File: config.mk
export PLATFORM = sky130hd
export DESIGN_NAME = ex_muldiv_unit
export DESIGN_NICKNAME = d
export VERILOG_FILES = /design/src/rtl/ex_muldiv_unit.sv
export SDC_FILE = /design/constraint.sdc
export NUM_CORES = 2
export LEC_CHECK = 0
export ABC_AREA = 1
export ABC_CLOCK_PERIOD_IN_PS = 9500
export BUFFER_PORTS_ARGS = -buffer_cell sky130_fd_sc_hd__buf_2
export CORE_ASPECT_RATIO = 2
export CORE_UTILIZATION = 38
export CTS_CLUSTER_SIZE = 14
export DETAILED_ROUTE_END_ITERATION = 16
export PLACE_DENSITY = 0.59
export SLEW_MARGIN = 20
export SYNTH_ARGS = -nofsm -noshare
export SYNTH_HDL_FRONTEND = slang
export SYNTH_SLANG_ARGS = --single-unit
File: constraint.sdc
create_clock -name clock -period 9.5 [get_ports clock]
set_input_delay 2.375 -clock clock [delete_from_list [all_inputs] [get_ports clock]]
set_output_delay 2.375 -clock clock [all_outputs]
set_load 0.05 [all_outputs]
File: src/rtl/ex_muldiv_unit.sv
// EX-stage multiply/divide unit owning the HI/LO pair: iterative shift-add multiply and restoring divide.
// Define MULDIV_FAST_MUL_EN to replace the iterative multiply with a W x W multiplier plus MUL_LAT output stages.
module ex_muldiv_unit #(
  parameter int W       = 64,
  parameter int MUL_LAT = 2
) (
  input  logic         clock,
  input  logic         reset,
  input  logic         start,
  input  logic [2:0]   op,
  input  logic [W-1:0] a,
  input  logic [W-1:0] b,
  input  logic         flush,
  output logic         busy,
  output logic         done,
  output logic         div_by_zero,
  output logic [W-1:0] hi,
  output logic [W-1:0] lo
);

  localparam logic [1:0] S_IDLE = 2'd0;
  localparam logic [1:0] S_MUL  = 2'd1;
  localparam logic [1:0] S_DIV  = 2'd2;
  localparam logic [1:0] S_FIX  = 2'd3;

  localparam logic [2:0] OP_MULT  = 3'd0;
  localparam logic [2:0] OP_MULTU = 3'd1;
  localparam logic [2:0] OP_DIV   = 3'd2;
  localparam logic [2:0] OP_DIVU  = 3'd3;
  localparam logic [2:0] OP_MTHI  = 3'd4;
  localparam logic [2:0] OP_MTLO  = 3'd5;

  localparam int            CW   = $clog2(W) + 1;
  localparam logic [CW-1:0] LAST = CW'(W - 1);

  function automatic logic [W-1:0] magnitude(input logic [W-1:0] x, input logic is_signed);
    return (is_signed && x[W-1]) ? -x : x;
  endfunction

  function automatic logic [W-1:0] negate_if(input logic [W-1:0] x, input logic neg);
    return neg ? -x : x;
  endfunction

  function automatic logic [2*W-1:0] negate2_if(input logic [2*W-1:0] x, input logic neg);
    return neg ? -x : x;
  endfunction

  logic [1:0]     state_q, state_d;
  logic [CW-1:0]  cnt_q, cnt_d;
  logic [W-1:0]   hi_q, hi_d, lo_q, lo_d;
  logic           done_q, done_d, dbz_q, dbz_d;
  logic [2*W-1:0] pr_q, pr_d;
  logic [W-1:0]   opb_q, opb_d, a_q, a_d;
  logic           is_div_q, is_div_d, neg_q, neg_d, rneg_q, rneg_d, dz_q, dz_d;

  logic           sgn_op, issue, fast_busy, fast_done, fast_mul;
  logic [W-1:0]   a_mag, b_mag;
  logic [2*W-1:0] fast_prod;
  logic [W:0]     mul_sum, rem_shift, trial;

  assign sgn_op = (op == OP_MULT) || (op == OP_DIV);
  assign a_mag  = magnitude(a, sgn_op);
  assign b_mag  = magnitude(b, sgn_op);
  assign issue  = start && !flush && (state_q == S_IDLE) && !fast_busy;

  // Multiply step: conditionally add the multiplicand to the upper half, then shift the pair right.
  assign mul_sum   = {1'b0, pr_q[2*W-1:W]} + (pr_q[0] ? {1'b0, opb_q} : {(W+1){1'b0}});
  // Divide step: shift the next dividend bit into the remainder and try subtracting the divisor.
  assign rem_shift = {pr_q[2*W-1:W], pr_q[W-1]};
  assign trial     = rem_shift - {1'b0, opb_q};

`ifdef MULDIV_FAST_MUL_EN
  logic [MUL_LAT-1:0] mvld_q, mvld_d;
  logic [2*W-1:0]     mprod_q [MUL_LAT];
  logic [2*W-1:0]     mprod_d [MUL_LAT];
  logic [2*W-1:0]     ext_a, ext_b;
  logic               issue_mul;

  assign fast_mul  = 1'b1;
  assign issue_mul = issue && ((op == OP_MULT) || (op == OP_MULTU));
  // Sign- or zero-extending to 2W makes the truncated 2W product exact for both signednesses.
  assign ext_a = {{W{sgn_op & a[W-1]}}, a};
  assign ext_b = {{W{sgn_op & b[W-1]}}, b};

  always_comb begin
    mvld_d     = '0;
    mprod_d[0] = ext_a * ext_b;
    for (int i = 1; i < MUL_LAT; i++) mprod_d[i] = mprod_q[i-1];
    if (!flush) begin
      mvld_d[0] = issue_mul;
      for (int i = 1; i < MUL_LAT; i++) mvld_d[i] = mvld_q[i-1];
    end
  end

  always_ff @(posedge clock or posedge reset) begin
    if (reset) mvld_q <= '0;
    else       mvld_q <= mvld_d;
  end

  always_ff @(posedge clock) begin
    for (int i = 0; i < MUL_LAT; i++) mprod_q[i] <= mprod_d[i];
  end

  assign fast_busy = |mvld_q;
  assign fast_done = mvld_q[MUL_LAT-1] && !flush;
  assign fast_prod = mprod_q[MUL_LAT-1];
`else
  assign fast_mul  = 1'b0;
  assign fast_busy = (MUL_LAT < 0);
  assign fast_done = 1'b0;
  assign fast_prod = '0;
`endif

  always_comb begin
    state_d  = state_q;
    cnt_d    = cnt_q;
    hi_d     = hi_q;
    lo_d     = lo_q;
    done_d   = 1'b0;
    dbz_d    = 1'b0;
    pr_d     = pr_q;
    opb_d    = opb_q;
    a_d      = a_q;
    is_div_d = is_div_q;
    neg_d    = neg_q;
    rneg_d   = rneg_q;
    dz_d     = dz_q;

    if (issue) begin
      case (op)
        OP_MTHI: hi_d = a;
        OP_MTLO: lo_d = a;
        OP_MULT, OP_MULTU: begin
          if (!fast_mul) begin
            state_d  = S_MUL;
            cnt_d    = '0;
            is_div_d = 1'b0;
            pr_d     = {{W{1'b0}}, b_mag};
            opb_d    = a_mag;
            neg_d    = sgn_op & (a[W-1] ^ b[W-1]);
          end
        end
        OP_DIV, OP_DIVU: begin
          state_d  = S_DIV;
          cnt_d    = '0;
          is_div_d = 1'b1;
          pr_d     = {{W{1'b0}}, a_mag};
          opb_d    = b_mag;
          neg_d    = sgn_op & (a[W-1] ^ b[W-1]);
          rneg_d   = sgn_op & a[W-1];
          a_d      = a;
          dz_d     = (b == '0);
        end
        default: ;
      endcase
    end

    case (state_q)
      S_MUL: begin
        pr_d  = {mul_sum, pr_q[W-1:1]};
        cnt_d = cnt_q + 1'b1;
        if (cnt_q == LAST) state_d = S_FIX;
      end
      S_DIV: begin
        pr_d  = {(trial[W] ? rem_shift[W-1:0] : trial[W-1:0]), pr_q[W-2:0], ~trial[W]};
        cnt_d = cnt_q + 1'b1;
        if (cnt_q == LAST) state_d = S_FIX;
      end
      S_FIX: begin
        state_d = S_IDLE;
        if (!flush) begin
          done_d = 1'b1;
          if (!is_div_q) begin
            {hi_d, lo_d} = negate2_if(pr_q, neg_q);
          end else if (dz_q) begin
            lo_d  = '1;
            hi_d  = a_q;
            dbz_d = 1'b1;
          end else begin
            lo_d = negate_if(pr_q[W-1:0], neg_q);
            hi_d = negate_if(pr_q[2*W-1:W], rneg_q);
          end
        end
      end
      default: ;
    endcase

    if (fast_done) begin
      {hi_d, lo_d} = fast_prod;
      done_d       = 1'b1;
    end

    if (flush) state_d = S_IDLE;
  end

  always_ff @(posedge clock or posedge reset) begin
    if (reset) begin
      state_q <= S_IDLE;
      cnt_q   <= '0;
      hi_q    <= '0;
      lo_q    <= '0;
      done_q  <= 1'b0;
      dbz_q   <= 1'b0;
    end else begin
      state_q <= state_d;
      cnt_q   <= cnt_d;
      hi_q    <= hi_d;
      lo_q    <= lo_d;
      done_q  <= done_d;
      dbz_q   <= dbz_d;
    end
  end

  always_ff @(posedge clock) begin
    pr_q     <= pr_d;
    opb_q    <= opb_d;
    a_q      <= a_d;
    is_div_q <= is_div_d;
    neg_q    <= neg_d;
    rneg_q   <= rneg_d;
    dz_q     <= dz_d;
  end

  assign busy        = (state_q != S_IDLE) || fast_busy;
  assign done        = done_q;
  assign div_by_zero = dbz_q;
  assign hi          = hi_q;
  assign lo          = lo_q;

endmodule

==> results of run 1 <==
[through the flow]
stage,instance area (µm²),setup WS (ns),std cells
detailed placement,45000,3.89,8572
CTS,46600,4.30,8658
floorplan,42200,2.51,6987
global placement,45000,3.84,8572
[routing by layer]
metal / GRT overflow / global-route usage
met2: 4 / 0.875
met5: 0 / 0.0220
met1: 0 / 0.537
met3: 0 / 0.186
met4: 4 / 0.695
[logic make-up after synthesis]
kind of cell,after synthesis,share of synthesized area
mux,9,0.00213
simple gates,3985,0.396
xor+xnor,207,0.0429
buf+inv,1245,0.114
fa+ha+maj,140,0.0419
compound gates,1002,0.136
flops,399,0.267
==> metrics, run 1 <==
largest cells by area after synthesis nand2_1 (19%), edfxtp_1 (18%), inv_1 (8.9%); Cells after Synth 6,987; ys async rst share 0.348; clk sinks 399; Syn Std Cell Area 42,200 µm²; Chip Width 238 µm; outcome did not finish; post-synth net total 7,262; gr usage total 0.564; I/O pin count 266; Main synth FF type edfxtp_1; CTS hold repair buffers 0; Yosys top cell area share 0.188; commonest cells in the netlist nand2_1 (2,111), inv_1 (1,002), nor2_1 (931), nand3_1 (610), a21oi_1 (386); row count 172; largest net degree at the start of global routing 129; first-pass GRT wire length 443,000 µm; Synth cell types 68; CTS Buf Count 46; H-tree depth 2; Syn. warnings 0; sequential element share of the synthesized area 0.267; Die Height 473 µm; Post-CTS Setup Bufs 0; number of global-route vias before repair 54,900; post-cts sizing count 0; clock root buffer master clkbuf_16; routability cong. 1.13; number of flops mapped to enable cells by yosys 260; top-count cell post-synth nand2_1; Max clock buf depth 3; dpl hpwl 240,000 µm; Seq cells post-synth 399; total grt overflow 8; synthesized area per cell 6.04 µm²; error msg [ERROR GRT-0116] Global routing finished with congestion. Check the congestion regions in the DRC Viewer.; Initial Util 0.384; post-synth top area cell nand2_1; failing step 5_1_grt; PortBufs 265
==> run 2, diff against run 1 <==
- CORE_ASPECT_RATIO: 2 -> unset
- CORE_UTILIZATION: 38 -> 23
- CTS_CLUSTER_SIZE: 14 -> unset
- PLACE_DENSITY: 0.59 -> unset
- PLACE_DENSITY_LB_ADDON: unset -> 0.15
==> metrics, run 2 <==
synthesized area per cell 6.04 µm² (unchanged); number of global-route vias before repair 46,900; Post-Synth Simple-Gate Area 0.396 (unchanged); Initial Util 0.233 (was 0.384); Worst setup SP type primary input; Cells after Synth 6,987 (unchanged); Crit-path slowest cell xor2_1; cells along the critical path buf_2 -> inv_2 -> nand2_4 -> o21ai_2 -> nand2_1 -> inv_2 -> buf_4 -> o31ai_1 -> xor2_1 -> mux2i_1; total number of vias 49,800; Final setup viols 0; Seq cells post-synth 399 (unchanged); PortBufs 265 (unchanged); RSZ-0062 raised after global routing no; Power Density 153 nW/µm²; Syn Std Cell Area 42,200 µm² (unchanged); sequential element share of the synthesized area 0.267 (unchanged); Yosys top cell area share 0.188 (unchanged); worst skew pair latency 0.70 ns; Main synth FF type edfxtp_1 (unchanged); Max-Cap Viols 0; Detailed Route Iter0 Violations 5,672; share of layout cells above drive strength 1 0.0769; largest cells by area after synthesis nand2_1 (19%), edfxtp_1 (18%), inv_1 (8.9%) (unchanged); ANT nets after route 0; number of flops mapped to enable cells by yosys 260 (unchanged); largest net degree at the start of global routing 129; clk sinks 399 (unchanged); H-tree depth 2 (unchanged); first drt pass iteration count 6; dpl hpwl 240,000 µm (about the same); Routed WL 290,000 µm; max FFs per register 128; crit path time final 5.31 ns; main combinational cell family by area after synthesis simple AND/OR/NAND/NOR gates (unchanged); Final Cycle Share 0.559; outcome completed (was did not finish); CTS Buf Count 54 (was 46); CTS hold repair buffers 0 (unchanged); Residual DRC 0; I/O pin count 266 (unchanged); CP arrival 5.68 ns; Critical Path Max Stage Delay 0.99 ns; most frequent cells in the layout nand2_1 (2,109), inv_1 (998), nor2_1 (928); row count 156 (was 172); setup TNS 0 ns; Total Nets Final 7,422; Synth Area in Compound Gates 0.136 (unchanged); Syn. warnings 0 (unchanged); Post-CTS Setup Bufs 0 (unchanged); CTS tree yes; Die Height 430 µm (was 473 µm); worst vdd ir 0.128 mV; routability cong. 1.03 (was 1.13); Worst EP required 9.86 ns; final hold vios 0; gr usage total 0.301; Hold Path Class reg -> reg; area grow syn2layout 13.5%; Largest Register pr_q; filler cell count 21,100; die area 185,000 µm²; clock root buffer master clkbuf_16 (unchanged); Max clock buf depth 3 (unchanged); post-synth top area cell nand2_1 (unchanged); post-synthesis mux area share 0.00213 (unchanged); Via density 5.20; Placeable Area 182,000 µm²; Leakage 22.3 nW; pin slew with the least headroom to its limit 1.25 ns; total grt overflow 0; relative max-transition margin 0.159; post-cts sizing count 0 (unchanged); first-pass GRT wire length 386,000 µm; post-synth net total 7,262 (unchanged); Worst-path clk slew 0.06 ns; adder-cell area share of the yosys netlist 0.0419 (unchanged); mean routed wirelength per cell 30.3 µm; Post-Synth XOR/XNOR Area 0.0429 (unchanged); CP Max Fanout 24; CP Capture Type register; PnR Total Power 0.00731 W; top-count cell post-synth nand2_1 (unchanged); commonest non-fill, non-tap cell in the layout nand2_1; antenna violations before repair 28; fmax 188 MHz; Chip Width 430 µm (was 238 µm); CP Class in -> reg; ys async rst share 0.348 (unchanged); max-slew violation total from the final report 0; most used cell, CP inv_2; worst clock skew 0.0477 ns; Synth cell types 68 (unchanged); commonest cells in the netlist nand2_1 (2,111), inv_1 (1,002), nor2_1 (931), nand3_1 (610), a21oi_1 (386) (unchanged)
==> run 2: cell counts after synthesis <==
Identical to the previous run, type by type.
==> run 2: final timing paths <==
path                                       from                    to  slack [ns]  depth (start not counted)
setup / recovery                          op[2]    opb_q[3]$_DFFE_PP_        4.19                         10
hold / removal             cnt_q[6]$_DFFE_PP0P_  cnt_q[6]$_DFFE_PP0P_        0.49                          1
setup reg to reg             pr_q[63]$_DFFE_PP_   pr_q[118]$_DFFE_PP_        4.56                         20
hold reg to reg            cnt_q[6]$_DFFE_PP0P_  cnt_q[6]$_DFFE_PP0P_        0.49                          1
max in group asynchronous                 reset      hi[42]$_DFF_PP0_        6.06                          3
min in group asynchronous                 reset      lo[19]$_DFF_PP0_        1.84                          2
==> run 2: report_power, final <==
| part | internal (W) | leakage [nW] | switching (W) |
|---|---|---|---|
| sequential | 0.00210 | 4.13 | 0.000281 |
| combinational | 0.000651 | 17.3 | 0.00205 |
| clock | 0.00124 | 0.883 | 0.000981 |
==> run 2: logic make-up after synthesis <==
group	after synthesis
AO/OA/AOI/OAI	1002
XOR/XNOR	207
adder cells (fa/ha/maj)	140
buffers and inverters	1245
flip-flops	399
multiplexers	9
AND/OR/NAND/NOR	3985
==> run 2: layout make-up <==
class	instances	area, µm²	area share
multi-input cells	5343	26200	0.546
flip-flops and latches	399	11300	0.235
inverters	1024	3860	0.0805
well taps	2370	2970	0.0619
repair buffers	325	1800	0.0376
clock buffers	76	1540	0.0321
clock inverters	24	273	0.00569
diodes	6	15.0	0.000313
==> run 2: per-layer routing <==
| layer | vias up | GRT usage | wire, µm |
|---|---|---|---|
| met5 | - | 0 | 34 |
| met2 | 2122 | 0.489 | 132000 |
| met3 | 479 | 0.0384 | 18500 |
| li1 | 23000 | - | - |
| met1 | 24200 | 0.386 | 121000 |
| met4 | 4 | 0.164 | 18300 |
==> run 2: metrics by stage <==
step	util	hold WS, ns	area (µm²)	std cells	setup slack (ns)
after floorplan	-	0.439	42200	6987	2.51
after global placement	0.254	0.456	46100	9460	3.76
after detailed placement	0.254	0.489	46100	9461	3.73
after CTS	0.264	0.499	47900	9561	4.46
after global routing	0.264	0.529	47900	9561	4.27
final	0.264	0.494	47900	9567	4.19
==> run 2: worst max-delay path: cells and delay by family <==
family	cells	cell delay, ns
XOR/XNOR	1	0.99
buffers and inverters	4	1.05
multiplexers	1	0.24
AO/OA/AOI/OAI	2	0.63
AND/OR/NAND/NOR	2	0.36
Power figures use the tool's default switching activity.
